===== src/rtl/priority_grant_decoder_if.sv =====
// Encoder-to-decoder select/grant bundle for priority_grant_decoder.
// The grant_cnt signal and the CNT_W parameter exist only when DEC_STATS_EN is defined.
interface priority_grant_decoder_if
`ifdef DEC_STATS_EN
    #(parameter int CNT_W = 8)
`endif
    ;
    logic       s0;
    logic       s1;
    logic       valid;
    logic       ready;
    logic       done;
    logic       g0;
    logic       g1;
    logic       g2;
    logic       g3;
    logic [1:0] active_sel;
    logic       timeout;
`ifdef DEC_STATS_EN
    logic [CNT_W-1:0] grant_cnt;

    modport master (
        output s0, s1, valid, done,
        input  ready, g0, g1, g2, g3, active_sel, timeout, grant_cnt
    );

    modport slave (
        input  s0, s1, valid, done,
        output ready, g0, g1, g2, g3, active_sel, timeout, grant_cnt
    );
`else
    modport master (
        output s0, s1, valid, done,
        input  ready, g0, g1, g2, g3, active_sel, timeout
    );

    modport slave (
        input  s0, s1, valid, done,
        output ready, g0, g1, g2, g3, active_sel, timeout
    );
`endif
endinterface


===== src/rtl/priority_grant_decoder.sv =====
// Decodes the 2-bit priority select into a registered one-hot grant with hold timeout
// and break-before-make gap. Optional grant statistics counter under DEC_STATS_EN.
//
// state | meaning
// IDLE  | ready=1, waiting for valid to latch a select
// GRANT | one grant high; ends on done or on hold timeout
// GAP   | all grants low for one cycle before returning to IDLE
module priority_grant_decoder #(
    parameter int MAX_HOLD = 16,
    parameter int CNT_W    = 8
) (
    input  logic                    clk,
    input  logic                    rst,
    priority_grant_decoder_if.slave bus
);

    localparam int HOLD_W = $clog2(MAX_HOLD);
    localparam logic [HOLD_W-1:0] HOLD_TC = HOLD_W'(MAX_HOLD - 1);

    if (MAX_HOLD < 2 || MAX_HOLD > 65535) begin : g_bad_max_hold
        $error("priority_grant_decoder: MAX_HOLD out of range 2..65535");
    end
    if (CNT_W < 1) begin : g_bad_cnt_w
        $error("priority_grant_decoder: CNT_W must be at least 1");
    end

    typedef enum logic [1:0] {
        IDLE  = 2'd0,
        GRANT = 2'd1,
        GAP   = 2'd2
    } state_t;

    state_t            state;
    logic [3:0]        grant;
    logic [1:0]        sel_q;
    logic              timeout_q;
    logic [HOLD_W-1:0] hold_cnt;
    logic [1:0]        sel_in;
    logic              ready_c;
    logic              xfer;

    assign sel_in  = {bus.s1, bus.s0};
    assign ready_c = (state == IDLE);
    assign xfer    = bus.valid & ready_c;

    always_ff @(posedge clk or posedge rst) begin
        if (rst) begin
            state     <= IDLE;
            grant     <= 4'b0000;
            sel_q     <= 2'b00;
            timeout_q <= 1'b0;
            hold_cnt  <= '0;
        end else begin
            timeout_q <= 1'b0;
            case (state)
                IDLE: begin
                    if (xfer) begin
                        sel_q    <= sel_in;
                        grant    <= 4'b0001 << sel_in;
                        hold_cnt <= '0;
                        state    <= GRANT;
                    end
                end
                GRANT: begin
                    // done takes priority, so a coincident timeout is swallowed
                    if (bus.done) begin
                        grant <= 4'b0000;
                        state <= GAP;
                    end else if (hold_cnt == HOLD_TC) begin
                        grant     <= 4'b0000;
                        timeout_q <= 1'b1;
                        state     <= GAP;
                    end else begin
                        hold_cnt <= hold_cnt + 1'b1;
                    end
                end
                GAP: begin
                    state <= IDLE;
                end
                default: begin
                    grant <= 4'b0000;
                    state <= IDLE;
                end
            endcase
        end
    end

    assign bus.ready      = ready_c;
    assign bus.g0         = grant[0];
    assign bus.g1         = grant[1];
    assign bus.g2         = grant[2];
    assign bus.g3         = grant[3];
    assign bus.active_sel = sel_q;
    assign bus.timeout    = timeout_q;

`ifdef DEC_STATS_EN
    logic [CNT_W-1:0] grant_cnt_q;

    always_ff @(posedge clk or posedge rst) begin
        if (rst) begin
            grant_cnt_q <= '0;
        end else if (xfer) begin
            grant_cnt_q <= grant_cnt_q + 1'b1;
        end
    end

    assign bus.grant_cnt = grant_cnt_q;
`endif

endmodule

===== src/flat_wrapper.sv =====
// flat-port wrapper written by rule: the top's interface ports become plain ports
module priority_grant_decoder_flat 
#(
    parameter int MAX_HOLD = 16,
    parameter int CNT_W    = 8
)
  (clk, rst, bus_s0, bus_s1, bus_valid, bus_done, bus_ready, bus_g0, bus_g1, bus_g2, bus_g3, bus_active_sel, bus_timeout);
  priority_grant_decoder_if bus_i ();
  input  logic clk;
  input  logic rst;
  input wire logic [$bits(bus_i.s0)-1:0] bus_s0;
  input wire logic [$bits(bus_i.s1)-1:0] bus_s1;
  input wire logic [$bits(bus_i.valid)-1:0] bus_valid;
  input wire logic [$bits(bus_i.done)-1:0] bus_done;
  output wire logic [$bits(bus_i.ready)-1:0] bus_ready;
  output wire logic [$bits(bus_i.g0)-1:0] bus_g0;
  output wire logic [$bits(bus_i.g1)-1:0] bus_g1;
  output wire logic [$bits(bus_i.g2)-1:0] bus_g2;
  output wire logic [$bits(bus_i.g3)-1:0] bus_g3;
  output wire logic [$bits(bus_i.active_sel)-1:0] bus_active_sel;
  output wire logic [$bits(bus_i.timeout)-1:0] bus_timeout;
  assign bus_i.s0 = bus_s0;
  assign bus_i.s1 = bus_s1;
  assign bus_i.valid = bus_valid;
  assign bus_i.done = bus_done;
  assign bus_ready = bus_i.ready;
  assign bus_g0 = bus_i.g0;
  assign bus_g1 = bus_i.g1;
  assign bus_g2 = bus_i.g2;
  assign bus_g3 = bus_i.g3;
  assign bus_active_sel = bus_i.active_sel;
  assign bus_timeout = bus_i.timeout;
  priority_grant_decoder #(.MAX_HOLD(MAX_HOLD), .CNT_W(CNT_W)) u_core (.clk(clk), .rst(rst), .bus(bus_i));
endmodule

===== config.mk =====
export PLATFORM = sky130hd
export DESIGN_NAME = priority_grant_decoder_flat
export DESIGN_NICKNAME = d
export VERILOG_FILES = /design/src/rtl/priority_grant_decoder_if.sv /design/src/rtl/priority_grant_decoder.sv /design/src/flat_wrapper.sv
export SDC_FILE = /design/constraint.sdc
export NUM_CORES = 1
export LEC_CHECK = 0
export ABC_AREA = 1
export CAP_MARGIN = 20
export CORE_UTILIZATION = 30
export CTS_BUF_LIST = sky130_fd_sc_hd__clkbuf_8
export CTS_CLUSTER_SIZE = 12
export DETAILED_ROUTE_END_ITERATION = 7
export HOLD_SLACK_MARGIN = 0.1
export PLACE_DENSITY_LB_ADDON = 0.2
export SLEW_MARGIN = 20
export SYNTH_ARGS = -nofsm -noshare
export SYNTH_HDL_FRONTEND = slang
export SYNTH_SLANG_ARGS = --single-unit

===== constraint.sdc =====
create_clock -name clk -period 3.52 [get_ports clk]
set_clock_uncertainty 0.2 [all_clocks]
set_input_delay 0.88 -clock clk [delete_from_list [all_inputs] [get_ports clk]]
set_output_delay 0.88 -clock clk [all_outputs]
set_load 0.01 [all_outputs]

==> run_results.csv <==
group,metric,value,unit
die,initial_core_util,32.08,%
synthesis,syn_area,629.4,um^2
die,die_w,47.80,um
synthesis,yosysTopAreaCell,"dfrtp_1",
critical_path,cp.arrival,1320,ps
sta,hold_viol_final,0,
cts,cts_buffers,3,
critical_path,crit_fanout,3,
synthesis,ys_ff_latch,13,
placed_design,place_congestion,0.7509,
route,num_vias,509,
synthesis,synth_top_family_by_area,"simple AND/OR/NAND/NOR gates",
global_route,track_usage,11.34,%
critical_path,critPathKind,"reg2out",
synthesis,async_reset_ff_share,100.0,%
route,final_antenna_net_count,0,
cts,worst_setup_hold_path_clk_slew,60,ps
synthesis,ys.flop_type,"dfrtp_1",
sta,post-route-min-period,2402,ps
layout,fillers,228,
synthesis,synth-xor-area-share,1.392,%
global_route,grt_pass1_vias,437,
critical_path,start_kind,"register",
cts,clock_sinks,13,
route,drt_iter0_drc,8,
cts,cts_tree,"built",
sta,fin_tns_setup,0,ps
placed_design,hpwl,843.6,um
synthesis,synth.avg_cell_area,8.621,um^2
die,rows,16,
route,drtPass1Iterations,4,
critical_path,critPathSlowestCell,"clkdlybuf4s50_1",
layout,layout.nets,97,
cts,cts.path.max_buffers,2,
worst_hold_path,hold_path.class,"reg2reg",
layout,layout-drive-gt1-share,16.85,%
synthesis,synth_common_cells,"nand2_1 (22), dfrtp_1 (13), inv_1 (9)",
synthesis,yosysUniqueCellTypes,19,
cts,ctsHoldBuffers,0,
global_route,grt-ovfl-total,0,
layout,multiInputGateArea,247.7,um^2
synthesis,synth_nets,80,
global_route,grt_max_degree,14,
die,design.portCount,14,
power,p_leak,0.4200,nW
global_route,antenna_found_initial,0,
cts,cts_root_buf,"clkbuf_8",
sta,setup_ws,1118,ps
route,wire_per_inst,9.750,um
cts,cts_resized,0,
placed_design,place_ws,1370,ps
sta,relSlewSlack,67.85,%
synthesis,synth-edff-count,0,
synthesis,yosysTopAreaCellShare,51.69,%
flow_run,cap_violations,0,
sta,hold_ws,272.5,ps
sta,rsz0062_at_grt,"false",
global_route,grt_first_pass_wirelength,1766,um
cts,cts-htree-levels,1,
synthesis,yosys_warnings,0,
synthesis,netlist_instances,73,
die,die_y,47.80,um
route,viasPerCell,4.388,
route,route.detailed.drc,0,
critical_path,critPathRequiredTime,2440,ps
sta,period_share,68.24,%
layout,ff_latch_area,325.3,um^2
synthesis,seq_area_frac_synth,51.69,%
die,design.core.area,1962,um^2
synthesis,synthMostInstantiatedCell,"nand2_1",
critical_path,crit_chain,"nor2_2 -> clkdlybuf4s50_1",
route,routed_wl,1131,um
critical_path,critPathCaptureType,"primary output",
layout,antennaDiodeCount,0,
critical_path,cp_top_family,"buffers and inverters",
outcome,status,"finished clean",
placed_design,port_buffers,13,
critical_path,critPathMaxStageDelay,540,ps
power,powerDensity,609.7,nW/um^2
die,dieArea,2285,um^2
sta,tightest_slew,481.7,ps
cts,clock_latency,240,ps
power,ir_worst_vdd,0.2432,mV
synthesis,synth.area.mux_share,0,%
cts,post_cts_buffers,0,
sta,setup_viol,0,
synthesis,synthAdderAreaFrac,1.988,%
synthesis,synth_area_leaders,"dfrtp_1 (52%), nand2_1 (13%), nand3_1 (5.6%), inv_1 (5.4%), nand2_2 (3.0%)",
synthesis,synth-simple-area-share,32.80,%
critical_path,path_buf_inv,1,
sta,drv_slew,0,
power,totalPowerFinal,0.5050,mW
layout,area_delta_synth_final,31.61,%
synthesis,synth_compound_area_share,3.181,%
sta,max_clock_freq,416.3,MHz
## through the flow
stage,utilization (%),instance area [um^2],cells
floorplan,-,629.4,73
global placement,39.86,782.0,112
detailed placement,39.86,782.0,112
CTS,42.22,828.3,116
global route,42.22,828.3,116
finish,42.22,828.3,116
## flip-flops by register name (all words and copies together), names as in the netlist
name and cells:
u_core.bus.active_sel 2, u_core.bus.timeout 1, u_core.grant 4, u_core.hold_cnt 4, u_core.state 2
## routing by layer
metal / up-vias / share of wire [%] / global-route usage (%)
li1: 260 / - / -
met1: 236 / 47 / 13.66
met2: 9 / 47 / 17.84
met3: 4 / 4.2 / 3.396
met4: 0 / 1.5 / 6.667
met5: - / 0 / 0
## power by group
group	leakage, nW	internal, mW	switching (mW)	total [mW]
Clock	0.0255	0.0781	0.0533	0.131
Combinational	0.222	0.0755	0.0851	0.161
Sequential	0.173	0.184	0.0293	0.213
Total	0.420	0.337	0.168	0.505
## final cells by class
cell class / count / area share (%)
Inverter: 12 / 5.438
Multi-Input combinational cell: 47 / 29.91
Tap cell: 27 / 4.079
Clock buffer: 3 / 4.985
Timing Repair Buffer: 13 / 15.71
Sequential cell: 13 / 39.27
Clock inverter: 1 / 0.6042
## placed cells by master (no fill, tap or decap), types with 2 or more instances in the layout
| master | count |
|---|---|
| clkbuf_8 | 3 |
| nand3_1 | 7 |
| inv_1 | 9 |
| dfrtp_1 | 13 |
| nand2_2 | 3 |
| clkdlybuf4s50_1 | 13 |
| o21ai_1 | 2 |
| inv_2 | 3 |
| nor2_1 | 2 |
| nor2_2 | 2 |
| nand2_1 | 22 |
## worst paths after layout
kind / slack, ps / cells after the start / from / to
worst max-delay path: 1120 / 2 / u_core.state[1]$_DFFE_PP0P_ / bus_ready
worst min-delay path: 270 / 2 / u_core.grant[3]$_DFFE_PP0P_ / u_core.grant[3]$_DFFE_PP0P_
worst max register to register: 2130 / 6 / u_core.hold_cnt[0]$_DFFE_PP0P_ / u_core.grant[0]$_DFFE_PP0P_
worst min register to register: 270 / 2 / u_core.grant[3]$_DFFE_PP0P_ / u_core.grant[3]$_DFFE_PP0P_
max in group asynchronous: 2040 / 2 / rst / u_core.bus.timeout$_DFF_PP0_
min in group asynchronous: 760 / 2 / rst / u_core.grant[0]$_DFFE_PP0P_
## cell families (layout without fill, tap and decap cells)
logic type | Yosys count | in the layout
xor gates and xnor gates | 1 | 1
and+or+nand+nor | 41 | 41
buffers and inverters | 13 | 29
adders and majority gates | 1 | 1
DFF | 13 | 13
AOI/OAI and AO/OA | 4 | 4
## worst reg2reg max path: cells and delay by family, from the launching register on
family | cells | cell delay (ps)
flip-flops | 1 | 420
adder cells (fa/ha/maj) | 1 | 250
AND/OR/NAND/NOR | 5 | 450
(Power assumes the default switching activity.)
